## src/rtl/sprite_rom_arbiter.sv

```systemverilog
// Round-robin arbiter sharing one synchronous sprite/glyph ROM between NUM_REQ pixel requesters.
// Define SPRITE_ARB_PRIO0_EN to give requester 0 (VGA scan path) strict priority.

module sprite_rom_arbiter_lane #(
    parameter int ROM_LAT = 1
) (
    input  logic vga_clk,
    input  logic reset_n,
    input  logic issue,
    output logic tag_last,
    output logic rd_valid
);
    // vld_pipe[ROM_LAT-1:0] is the in-flight tag, vld_pipe[ROM_LAT] the registered return strobe.
    logic [ROM_LAT:0] vld_pipe;

    always_ff @(posedge vga_clk or negedge reset_n) begin
        if (!reset_n) vld_pipe <= '0;
        else          vld_pipe <= {vld_pipe[ROM_LAT-1:0], issue};
    end

    assign tag_last = vld_pipe[ROM_LAT-1];
    assign rd_valid = vld_pipe[ROM_LAT];
endmodule

module sprite_rom_arbiter #(
    parameter int NUM_REQ = 4,
    parameter int ADDR_W  = 10,
    parameter int DATA_W  = 4,
    parameter int ROM_LAT = 1
) (
    input  logic                      vga_clk,
    input  logic                      reset_n,
    input  logic [NUM_REQ-1:0]        req,
    input  logic [NUM_REQ*ADDR_W-1:0] req_addr,
    output logic [NUM_REQ-1:0]        gnt,
    output logic [NUM_REQ-1:0]        rd_valid,
    output logic [DATA_W-1:0]         rd_data,
    output logic                      rom_en,
    output logic [ADDR_W-1:0]         rom_address,
    input  logic [DATA_W-1:0]         rom_q
);
    localparam int unsigned PTR_W = (NUM_REQ > 1) ? $clog2(NUM_REQ) : 1;
    localparam logic [PTR_W:0]   NREQ = (PTR_W+1)'(NUM_REQ);
    localparam logic [PTR_W-1:0] LAST = PTR_W'(NUM_REQ - 1);

    typedef enum logic {IDLE, ISSUE} state_t;

    state_t                           state;
    logic [PTR_W-1:0]                 rr_ptr;
    logic [NUM_REQ-1:0][ADDR_W-1:0]   addr_vec;
    logic [NUM_REQ-1:0]               eligible, pool, gnt_nxt, tag_last;
    logic [PTR_W:0]                   idx;
    logic [PTR_W-1:0]                 winner, rr_next;
    logic                             found, any_elig, adv;

    assign addr_vec = req_addr;
    assign rom_en   = (state == ISSUE);

    always_comb begin
        // A requester already holding gnt is masked so a held req is not granted twice in a row.
        eligible = req & ~gnt;
        any_elig = |eligible;
        pool     = eligible;
`ifdef SPRITE_ARB_PRIO0_EN
        pool[0]  = 1'b0;
`endif
        found  = 1'b0;
        winner = '0;
        idx    = '0;
        for (int k = 0; k < NUM_REQ; k++) begin
            idx = {1'b0, rr_ptr} + (PTR_W+1)'(k);
            if (idx >= NREQ) idx = idx - NREQ;
            if (!found && pool[idx[PTR_W-1:0]]) begin
                found  = 1'b1;
                winner = idx[PTR_W-1:0];
            end
        end
        adv = found;
`ifdef SPRITE_ARB_PRIO0_EN
        // Scan path pre-empts the rotation and leaves the pointer where it was.
        if (eligible[0]) begin
            winner = '0;
            adv    = 1'b0;
        end
`endif
        rr_next = (winner == LAST) ? '0 : winner + PTR_W'(1);
        gnt_nxt = '0;
        if (any_elig) gnt_nxt[winner] = 1'b1;
    end

    always_ff @(posedge vga_clk or negedge reset_n) begin
        if (!reset_n) begin
            state       <= IDLE;
            gnt         <= '0;
            rom_address <= '0;
            rr_ptr      <= '0;
        end else if (any_elig) begin
            state       <= ISSUE;
            gnt         <= gnt_nxt;
            rom_address <= addr_vec[winner];
            if (adv) rr_ptr <= rr_next;
        end else begin
            state       <= IDLE;
            gnt         <= '0;
        end
    end

    genvar i;
    generate
        for (i = 0; i < NUM_REQ; i++) begin : g_lane
            sprite_rom_arbiter_lane #(.ROM_LAT(ROM_LAT)) u_lane (
                .vga_clk  (vga_clk),
                .reset_n  (reset_n),
                .issue    (gnt[i]),
                .tag_last (tag_last[i]),
                .rd_valid (rd_valid[i])
            );
        end
    endgenerate

    always_ff @(posedge vga_clk or negedge reset_n) begin
        if (!reset_n)       rd_data <= '0;
        else if (|tag_last) rd_data <= rom_q;
    end
endmodule

```

## config.mk

```make
export PLATFORM = sky130hd
export DESIGN_NAME = sprite_rom_arbiter
export DESIGN_NICKNAME = d
export VERILOG_FILES = /design/src/rtl/sprite_rom_arbiter.sv
export SDC_FILE = /design/constraint.sdc
export NUM_CORES = 1
export LEC_CHECK = 0
export ABC_AREA = 0
export BUFFER_PORTS_ARGS = -buffer_cell sky130_fd_sc_hd__buf_2
export CAP_MARGIN = 10
export CORE_MARGIN = 4
export CORE_UTILIZATION = 42
export CTS_BUF_LIST = sky130_fd_sc_hd__clkbuf_4
export DETAILED_ROUTE_END_ITERATION = 8
export HOLD_SLACK_MARGIN = 0.15
export PLACE_DENSITY = 0.77
export REMOVE_ABC_BUFFERS = 1
export SLEW_MARGIN = 20
export SYNTH_ARGS = -nofsm -noshare
export SYNTH_HDL_FRONTEND = slang
export SYNTH_SLANG_ARGS = --single-unit
export TNS_END_PERCENT = 100
```

## constraint.sdc

```tcl
create_clock -name vga_clk -period 1.6 [get_ports vga_clk]
set_input_delay 0.24 -clock vga_clk [delete_from_list [all_inputs] [get_ports vga_clk]]
set_output_delay 0.24 -clock vga_clk [all_outputs]
set_load 0.01 [all_outputs]
```

### Yosys cells after proc, flatten, opt, wreduce, memory -nomap -nowiden

Index checks and enable logic that the tools add are counted.

* order comparisons: 10
* eq/ne operators: 1
* multiplexer cells: 27
* reduce and logical (&&, ||, !) cells: 10
* $add $sub $neg: 8
* bitwise logic cells: 2

Operators with widths (number)
* $bmux 10 s2: 1
* $mux 2: 9
* $lt 2x3->1 const B: 5
* $mux 1: 10
* $mux 10: 1
* $ge 3x3->1 const B: 3
* $bmux 1 s2: 4
* $reduce_or 4->1: 2
* $sub 2x1->2 const B: 4
* $add 2x2->3 const B: 2
* $and 4x4->4: 1
* $logic_and 1x1->1: 4
* $mux 4: 1
* $not 4->4: 1
* $add 2x1->3 const B: 1
* $ge 2x3->1 const B: 1
* $logic_not 1->1: 3
* $add 2x1->2 const B: 1
* $demux 1 s2: 1
* $eq 2x2->1 const B: 1
* $ge 2x1->1 const B: 1
* $reduce_and 2->1: 1

* bits in registers: 29
* output and inout bits: 23
* logic and storage cells: 67
* input bits: 50

### Logic depth before layout (Yosys ltp)

Gate-level depths: netlist of the first run.

* word-level depth: 19
* gate-level depth with buffers: 6
* gate-level depth less buffers: 5

### Hierarchy

A second synthesis of the first run with hierarchy kept.

* cells, all modules: 133
* area, all modules: 1505.2 um^2

By module, submodules not included
* sprite_rom_arbiter: area each 1305.0 um^2, cells each 125, times used 1
* sprite_rom_arbiter_lane: area each 50.0 um^2, cells each 2, times used 4

### Least setup slack after synthesis of the first run

No wires, ideal clock.

* path kind: register -> register
* from: register gnt[0]
* to: register rom_address[0]
* slack: -0.037 ns
* cell stages (with the launch flop): 7
* arrival: 1.505 ns
* library setup time: 0.133 ns
* data required time: 1.467 ns
* clock period less this slack: 1.637 ns
* cell sequence: dfrtp_1 -> or3b_1 -> a21o_1 -> o211ai_2 -> buf_12 -> mux2i_1 -> a211oi_2

* longest elaborated chain between the ends: 16

RTL lines
* start, declared: line 35 `output logic [NUM_REQ-1:0] gnt,`
* start signal, assigned: line 99 `gnt <= gnt_nxt;`
* $not 4->4 (*): line 61 `eligible = req & ~gnt;`
* $and 4x4->4 (*): line 61
* $bmux 1 s2: line 73 `if (!found && pool[idx[PTR_W-1:0]]) begin`
* $mux 1 (implied by the code): line 73
* $mux 1: line 73
* $logic_not 1->1: line 73
* $logic_and 1x1->1: line 73
* $mux 1: line 73
* $logic_not 1->1: line 73
* $logic_and 1x1->1: line 73
* $mux 1: line 73
* $logic_not 1->1: line 73
* $logic_and 1x1->1: line 73
* $mux 2: line 73
* $bmux 10 s2: line 100 `rom_address <= addr_vec[winner];`
* $mux 10 (implied by the code): line 100
* end signal, assigned: line 100
* end, declared: line 39 `output logic [ADDR_W-1:0] rom_address,`

Mark *: on every way between the ends. The rest lies on a longest branch, timed or not. The select of a mux whose other input is x is not followed.
A chain may end at the register's enable or synchronous reset.

### Final worst setup path of the first run

* from: register rr_ptr[1]
* to: register rom_address[9]

* longest elaborated chain between the ends: 16

RTL lines
* start, declared: line 49 `logic [PTR_W-1:0] rr_ptr;`
* start signal, assigned: line 101 `if (adv) rr_ptr <= rr_next;`
* branches (longest 13 deep; another with $add 2x1->3)
* $mux 2 (*): line 73
* $bmux 10 s2 (*): line 100
* $mux 10 (implied by the code) (*): line 100

Every way passes the cells marked *. The select of a mux whose other input is x is not followed.

==> results of run 1 <==
==> report_power, final <==
part	switching, mW	internal (mW)	leakage (nW)	total [mW]
clock network	0.218	0.176	0.0292	0.394
registers	0.205	1.08	0.347	1.28
logic	1.05	1.21	0.678	2.26
total	1.47	2.46	1.05	3.93
==> cell families (layout without fill, tap and decap cells) <==
family / Yosys count / in the layout / share of synthesized area, %
muxes: 14 / 14 / 10.2
AOI/OAI and AO/OA: 37 / 37 / 20.8
and+or+nand+nor: 29 / 29 / 9.73
DFF: 29 / 29 / 50.8
buffers and inverters: 18 / 112 / 8.50
==> worst paths after layout <==
check,slack [ps],cells past startpoint,end
setup / recovery,-200,6,rom_address[9]$_DFFE_PN0N_
hold / removal,200,3,rom_address[4]$_DFFE_PN0N_
setup reg to reg,-200,6,rom_address[9]$_DFFE_PN0N_
hold reg to reg,380,0,g_lane[0].u_lane.vld_pipe[1]$_DFF_PN0_
max in group asynchronous,700,2,rr_ptr[1]$_DFFE_PN0P_
min in group asynchronous,470,2,g_lane[3].u_lane.vld_pipe[0]$_DFF_PN0_
==> per-stage QoR <==
stage | setup slack [ps] | instances
floorplan | -537 | 113
global placement | -308 | 249
detailed placement | -371 | 249
CTS | -189 | 263
global route | -253 | 265
finish | -195 | 265
==> cell usage after synthesis <==
cell       n
a21boi_0   1
nand3_1    1
mux2_2     4
nor4_1     1
o21a_1     2
and2_1     1
buf_4      9
o31ai_1    1
a21o_1     2
a211oi_1   2
nor2_1    16
clkbuf_1   1
nor2b_1    3
nand3b_1   1
a22oi_1    1
buf_2      3
dfrtp_1   29
o211ai_1   2
a211oi_2   8
o21ai_0    3
buf_12     1
o22ai_1   11
mux2i_1   10
o21bai_1   1
or3b_1     1
a21oi_1    2
nand2_1    2
inv_1      4
o211ai_2   1
nand2b_1   3
==> metal layers <==
layer  up-vias  routed length [um]  track usage, %
li1        641                   -               -
met1       600                1510            20.6
met2        74                1830            32.0
met3         7                 394            7.31
met4         0                  71            9.64
met5         -                   0               0
==> timing repair <==
item                                   in CTS  in global routing
endpoints found under the hold margin      33                  0
gates cloned                                1                  0
buffers inserted                            1                  2
pin swaps                                  10                  2
setup endpoints to repair                  11                 11
gates resized for setup                     8                  9
hold buffers                                5                  0
==> worst max-delay path, stage by stage, from the launching register on <==
cell and delay [ps]:
dfrtp_2 440, or3b_4 380, a21o_1 220, o211ai_4 130, buf_12 190, mux2i_4 230, a211oi_2 80
==> state kept, by name, indices dropped and copies added (netlist names) <==
signal	cells
rom_address	10
g_lane.u_lane.vld_pipe	8
gnt	4
rd_data	4
rr_ptr	2
rom_en	1
==> area by class of cell <==
cell class / count / area, sq um / share of cell area (%)
multi-input combinational: 80 / 651 / 30.6
inverter: 4 / 15.0 / 0.706
tap: 44 / 55.1 / 2.59
sequential: 29 / 727 / 34.2
clock inverter: 1 / 3.75 / 0.176
clock buffer: 6 / 45.0 / 2.12
timing repair buffer: 101 / 631 / 29.6
==> run summary, run 1 <==
Worst endpoint data arrival time - 1990 ps
Port Buf Inserts - 72
I/O pins - 73
# fillers - 262
Vias in the first global route - 1404
Leak - 1.05 nW
Clk_lat worst skew - 310 ps
Max-slew violations - 0
Failing checks - negative setup slack
WHS - 198 ps
Max transition margin - 59.0%
Tightest Pin Transition - 615 ps
Dpl hpwl - 2760 um
Max IR drop VDD - 0.922 mV
Seq/Total Area, Yosys - 50.8%
Routed vias - 1322
Clock-pin transition on the worst setup and hold timing paths - 80 ps
Clock buffer depth - 2
Fin crit share - 112%
Dominant cells by area after synthesis - dfrtp_1 (51%), a211oi_2 (7.0%), mux2i_1 (7.0%)
Area of the core - 3150 sq um
Num rows - 20
Status - complete, but fails checks
Synth unique cells - 30
Fmax - 557 MHz
Most common cell after layout, fill and taps aside - buf_2
Setup Crit Path Kind - register to register
Cts bufs inserted - 5
# diodes - 0
Commonest cells after routing, fill and taps aside - buf_2 (72), dfrtp_1 (28), buf_4 (20)
TritonCTS clock tree - built
Max_cap viols - 0
DR pass1 iterations - 4
Worst Min Path Start - req_addr[24]
Vias per std cell - 4.99
Clk sinks - 29
Post-synthesis cell count - 127
Largest net degree at the start of global routing - 30
Final Util - 67.5%
Gpl congestion - 0.904
Initial antenna violation count - 0
Req. time, crit path - 1790 ps
H-tree depth - 2
Top cell type's share of synthesized area - 50.8%
Synth warnings - 0
Width of the die - 66.3 um
Hold WC Path Type - input pin to register
Wire per inst - 14.3 um
Die span in y - 66.3 um
Flops & latches, synth - 29
Setup crit start kind - register
Min Tclk post-route - 1800 ps
Full die area - 4400 sq um
Total power - 3.93 mW
Setup crit start - rr_ptr[1]$_DFFE_PN0P_
Worst setup EP type - register
Routed wire length - 3800 um
Max Clock Skew - 3.74 ps
Reg2reg start - rr_ptr[1]$_DFFE_PN0P_
Initial DRC count - 33
Cell Area, Synth - 1430 sq um
Power per standard cell area - 1850 nW/um^2
Setup violators final - 10
Fin area - 2130 sq um
Layout cell share with drive strength beyond 1 - 56.6%
Initial Util - 45.3%
DRT antenna net count - 0
Syn avg cell area - 11.2 sq um
Final hold vios - 0
First-pass GRT wire length - 6160 um
Setup ws final - -195 ps
DRC violation count after routing - 0
Final TNS setup - -1750 ps
Yosys top cell by area - dfrtp_1
Layout Area Growth over Synthesis - 49.0%
Post-placement cell area - 1900 sq um
Nets@finish - 271
CTS Root Cell - clkbuf_4
Worst-path fanout max - 6
Grt ovf - 0
RSZ-0062 raised after global routing - yes
Total GRT Usage - 19.0%
Note: power is estimated with default switching activity, not from simulation.
==> inputs of run 2 (changes only) <==
- CTS_CLUSTER_DIAMETER: not set -> 50
- SKIP_CTS_REPAIR_TIMING: not set -> 1
==> run 2 against run 1 <==
  * The run still ends with negative setup slack left
  * Hold slack worse by 37 ps
  * Combinational power is 5% lower
  * First-iteration DRC count grew 12%
  * Total power fell by 2.9%
  * Register-to-register slack improved by 20 ps
  * Clock skew rose by 3.8 ps
  * Flip-flop and latch count is the same
  * Critical path type unchanged
  * Largest power group unchanged
  * Highest routed layer unchanged
==> run summary, run 2 (synthesis gave the netlist of run 1 again) <==
Tightest Pin Transition - 612 ps (was 615 ps)
Max_cap viols - 0 (unchanged)
Total GRT Usage - 17.8% (was 19.0%)
DRT antenna net count - 0 (unchanged)
Area of the core - 3150 sq um (unchanged)
Max transition margin - 59.2% (was 59.0%)
Power per standard cell area - 1840 nW/um^2 (was 1850 nW/um^2)
Initial Util - 45.3% (unchanged)
Max IR drop VDD - 0.891 mV (was 0.922 mV)
Status - complete, but fails checks (unchanged)
Wire per inst - 14.3 um (about the same)
Max reg flops - 10 (unchanged)
Vias in the first global route - 1349 (was 1404)
Final Util - 66.0% (was 67.5%)
Total power - 3.82 mW (was 3.93 mW)
Worst-path fanout max - 6 (unchanged)
Fmax - 562 MHz (was 557 MHz)
CP peak stage delay - 450 ps (was 440 ps)
Nets@finish - 267 (was 271)
Routed vias - 1294 (was 1322)
Max Clock Skew - 7.52 ps (was 3.74 ps)
Leak - 1.04 nW (was 1.05 nW)
Setup violators final - 10 (unchanged)
Max-slew violations - 0 (unchanged)
Full die area - 4400 sq um (unchanged)
Inst Count DP - 249 (unchanged)
CP cell instances - or3b_4 -> a21o_1 -> o211ai_4 -> clkbuf_16 -> mux2i_1 -> a211oi_2 (was or3b_4 -> a21o_1 -> o211ai_4 -> buf_12 -> mux2i_4 -> a211oi_2)
Grt ovf - 0 (unchanged)
Clock buffer depth - 2 (unchanged)
Clk_lat worst skew - 320 ps (was 310 ps)
Port Buf Inserts - 72 (unchanged)
DRC violation count after routing - 0 (unchanged)
First-pass GRT wire length - 5810 um (was 6160 um)
Clk sinks - 29 (unchanged)
Setup ws final - -180 ps (was -195 ps)
Vias per std cell - 4.96 (was 4.99)
Failing checks - negative setup slack (unchanged)
Largest registers - rom_address x10, g_lane.u_lane.vld_pipe x8 (unchanged)
Most common cell after layout, fill and taps aside - buf_2 (unchanged)
Width of the die - 66.3 um (unchanged)
Dpl hpwl - 2760 um (unchanged)
CP max stage cell - dfrtp_2 (unchanged)
Initial DRC count - 37 (was 33)
Sequential Area - 727 sq um (unchanged)
Final hold vios - 0 (unchanged)
Cts bufs inserted - 5 (unchanged)
Layout cell share with drive strength beyond 1 - 55.8% (was 56.6%)
CTS Root Cell - clkbuf_4 (unchanged)
Setup crit start kind - register (unchanged)
Routed wire length - 3720 um (was 3800 um)
Gpl congestion - 0.904 (unchanged)
DR pass1 iterations - 4 (unchanged)
# fillers - 272 (was 262)
RSZ-0062 raised after global routing - yes (unchanged)
Worst setup EP type - register (unchanged)
Req. time, crit path - 1790 ps (about the same)
Fin crit share - 111% (was 112%)
# diodes - 0 (unchanged)
Clock-pin transition on the worst setup and hold timing paths - 80 ps (about the same)
Area occupied by multi-input gates - 647 sq um (was 651 sq um)
I/O pins - 73 (unchanged)
Layout Cells excl Fill - 261 (was 265)
TritonCTS clock tree - built (unchanged)
Commonest cells after routing, fill and taps aside - buf_2 (72), dfrtp_1 (28), buf_4 (19) (was buf_2 (72), dfrtp_1 (28), buf_4 (20))
Num rows - 20 (unchanged)
Hold Crit Depth - 2 (was 3)
Min Tclk post-route - 1780 ps (was 1800 ps)
Largest net degree at the start of global routing - 30 (unchanged)
Hold WC Path Type - input pin to register (unchanged)
Reg with most FFs - rom_address (unchanged)
Initial antenna violation count - 0 (unchanged)
H-tree depth - 2 (unchanged)
Setup Crit Path Kind - register to register (unchanged)
Worst r2r path cells - 6 (unchanged)
Die span in y - 66.3 um (unchanged)
Worst endpoint data arrival time - 1970 ps (was 1990 ps)
Layout Area Growth over Synthesis - 45.7% (was 49.0%)
run 2: cell types whose count changed in the layout (fill, tap and decap cells not counted), sizes merged:
cell	before	now
buf	96	92
clkbuf	6	7
dlygate4sd3	5	4
run 2: final cells by class:
cell class	count	area share [%]
Clock buffer	6	2.16
Clock inverter	1	0.180
Inverter	4	0.722
Multi-Input combinational cell	80	31.1
Sequential cell	29	34.9
Tap cell	44	2.65
Timing Repair Buffer	97	28.3
run 2: critical path: cells and delay by family, from the launching register on:
kind	cells	cell delay, ps
muxes	1	220
AOI/OAI and AO/OA	3	390
buffers and inverters	1	200
DFF	1	450
and+or+nand+nor	1	390
run 2: power by group:
group | internal, mW | switching [mW] | leakage [nW] | total [mW]
registers | 1.08 | 0.204 | 0.347 | 1.28
logic | 1.13 | 1.01 | 0.659 | 2.14
clock network | 0.176 | 0.221 | 0.0292 | 0.397
total | 2.38 | 1.43 | 1.04 | 3.82
run 2: worst paths after layout:
| kind | startpoint | endpoint | slack [ps] |
|---|---|---|---|
| worst max-delay path | rr_ptr[1]$_DFFE_PN0P_ | rom_address[5]$_DFFE_PN0N_ | -180 |
| worst min-delay path | rom_q[3] | rd_data[3]$_DFFE_PN0P_ | 160 |
| worst max register to register | rr_ptr[1]$_DFFE_PN0P_ | rom_address[5]$_DFFE_PN0N_ | -180 |
| worst min register to register | g_lane[0].u_lane.vld_pipe[0]$_DFF_PN0_ | g_lane[0].u_lane.vld_pipe[1]$_DFF_PN0_ | 380 |
| max in group asynchronous | reset_n | rr_ptr[1]$_DFFE_PN0P_ | 700 |
| min in group asynchronous | reset_n | g_lane[3].u_lane.vld_pipe[0]$_DFF_PN0_ | 460 |
run 2: stage by stage:
stage / TNS [ps] / setup WS [ps] / hold WS (ps) / cell area [sq um]
5_1_grt: -2250 / -238 / 155 / 2080
3_5_place_dp: -3780 / -371 / 295 / 1900
2_1_floorplan: -5740 / -537 / -55.6 / 1320
6_report: -1630 / -180 / 161 / 2080
4_1_cts: -3870 / -375 / -67.0 / 1950
3_3_place_gp: -3200 / -308 / 284 / 1900
run 2: layer usage:
| layer | wire length (um) | GRT usage [%] | vias to the layer above | share of wire, % |
|---|---|---|---|---|
| met2 | 1770 | 30.9 | 67 | 48 |
| met1 | 1530 | 19.1 | 589 | 41 |
| li1 | - | - | 633 | - |
| met4 | 57 | 7.61 | 0 | 1.5 |
| met5 | 0 | 0 | - | 0 |
| met3 | 365 | 6.97 | 5 | 9.8 |
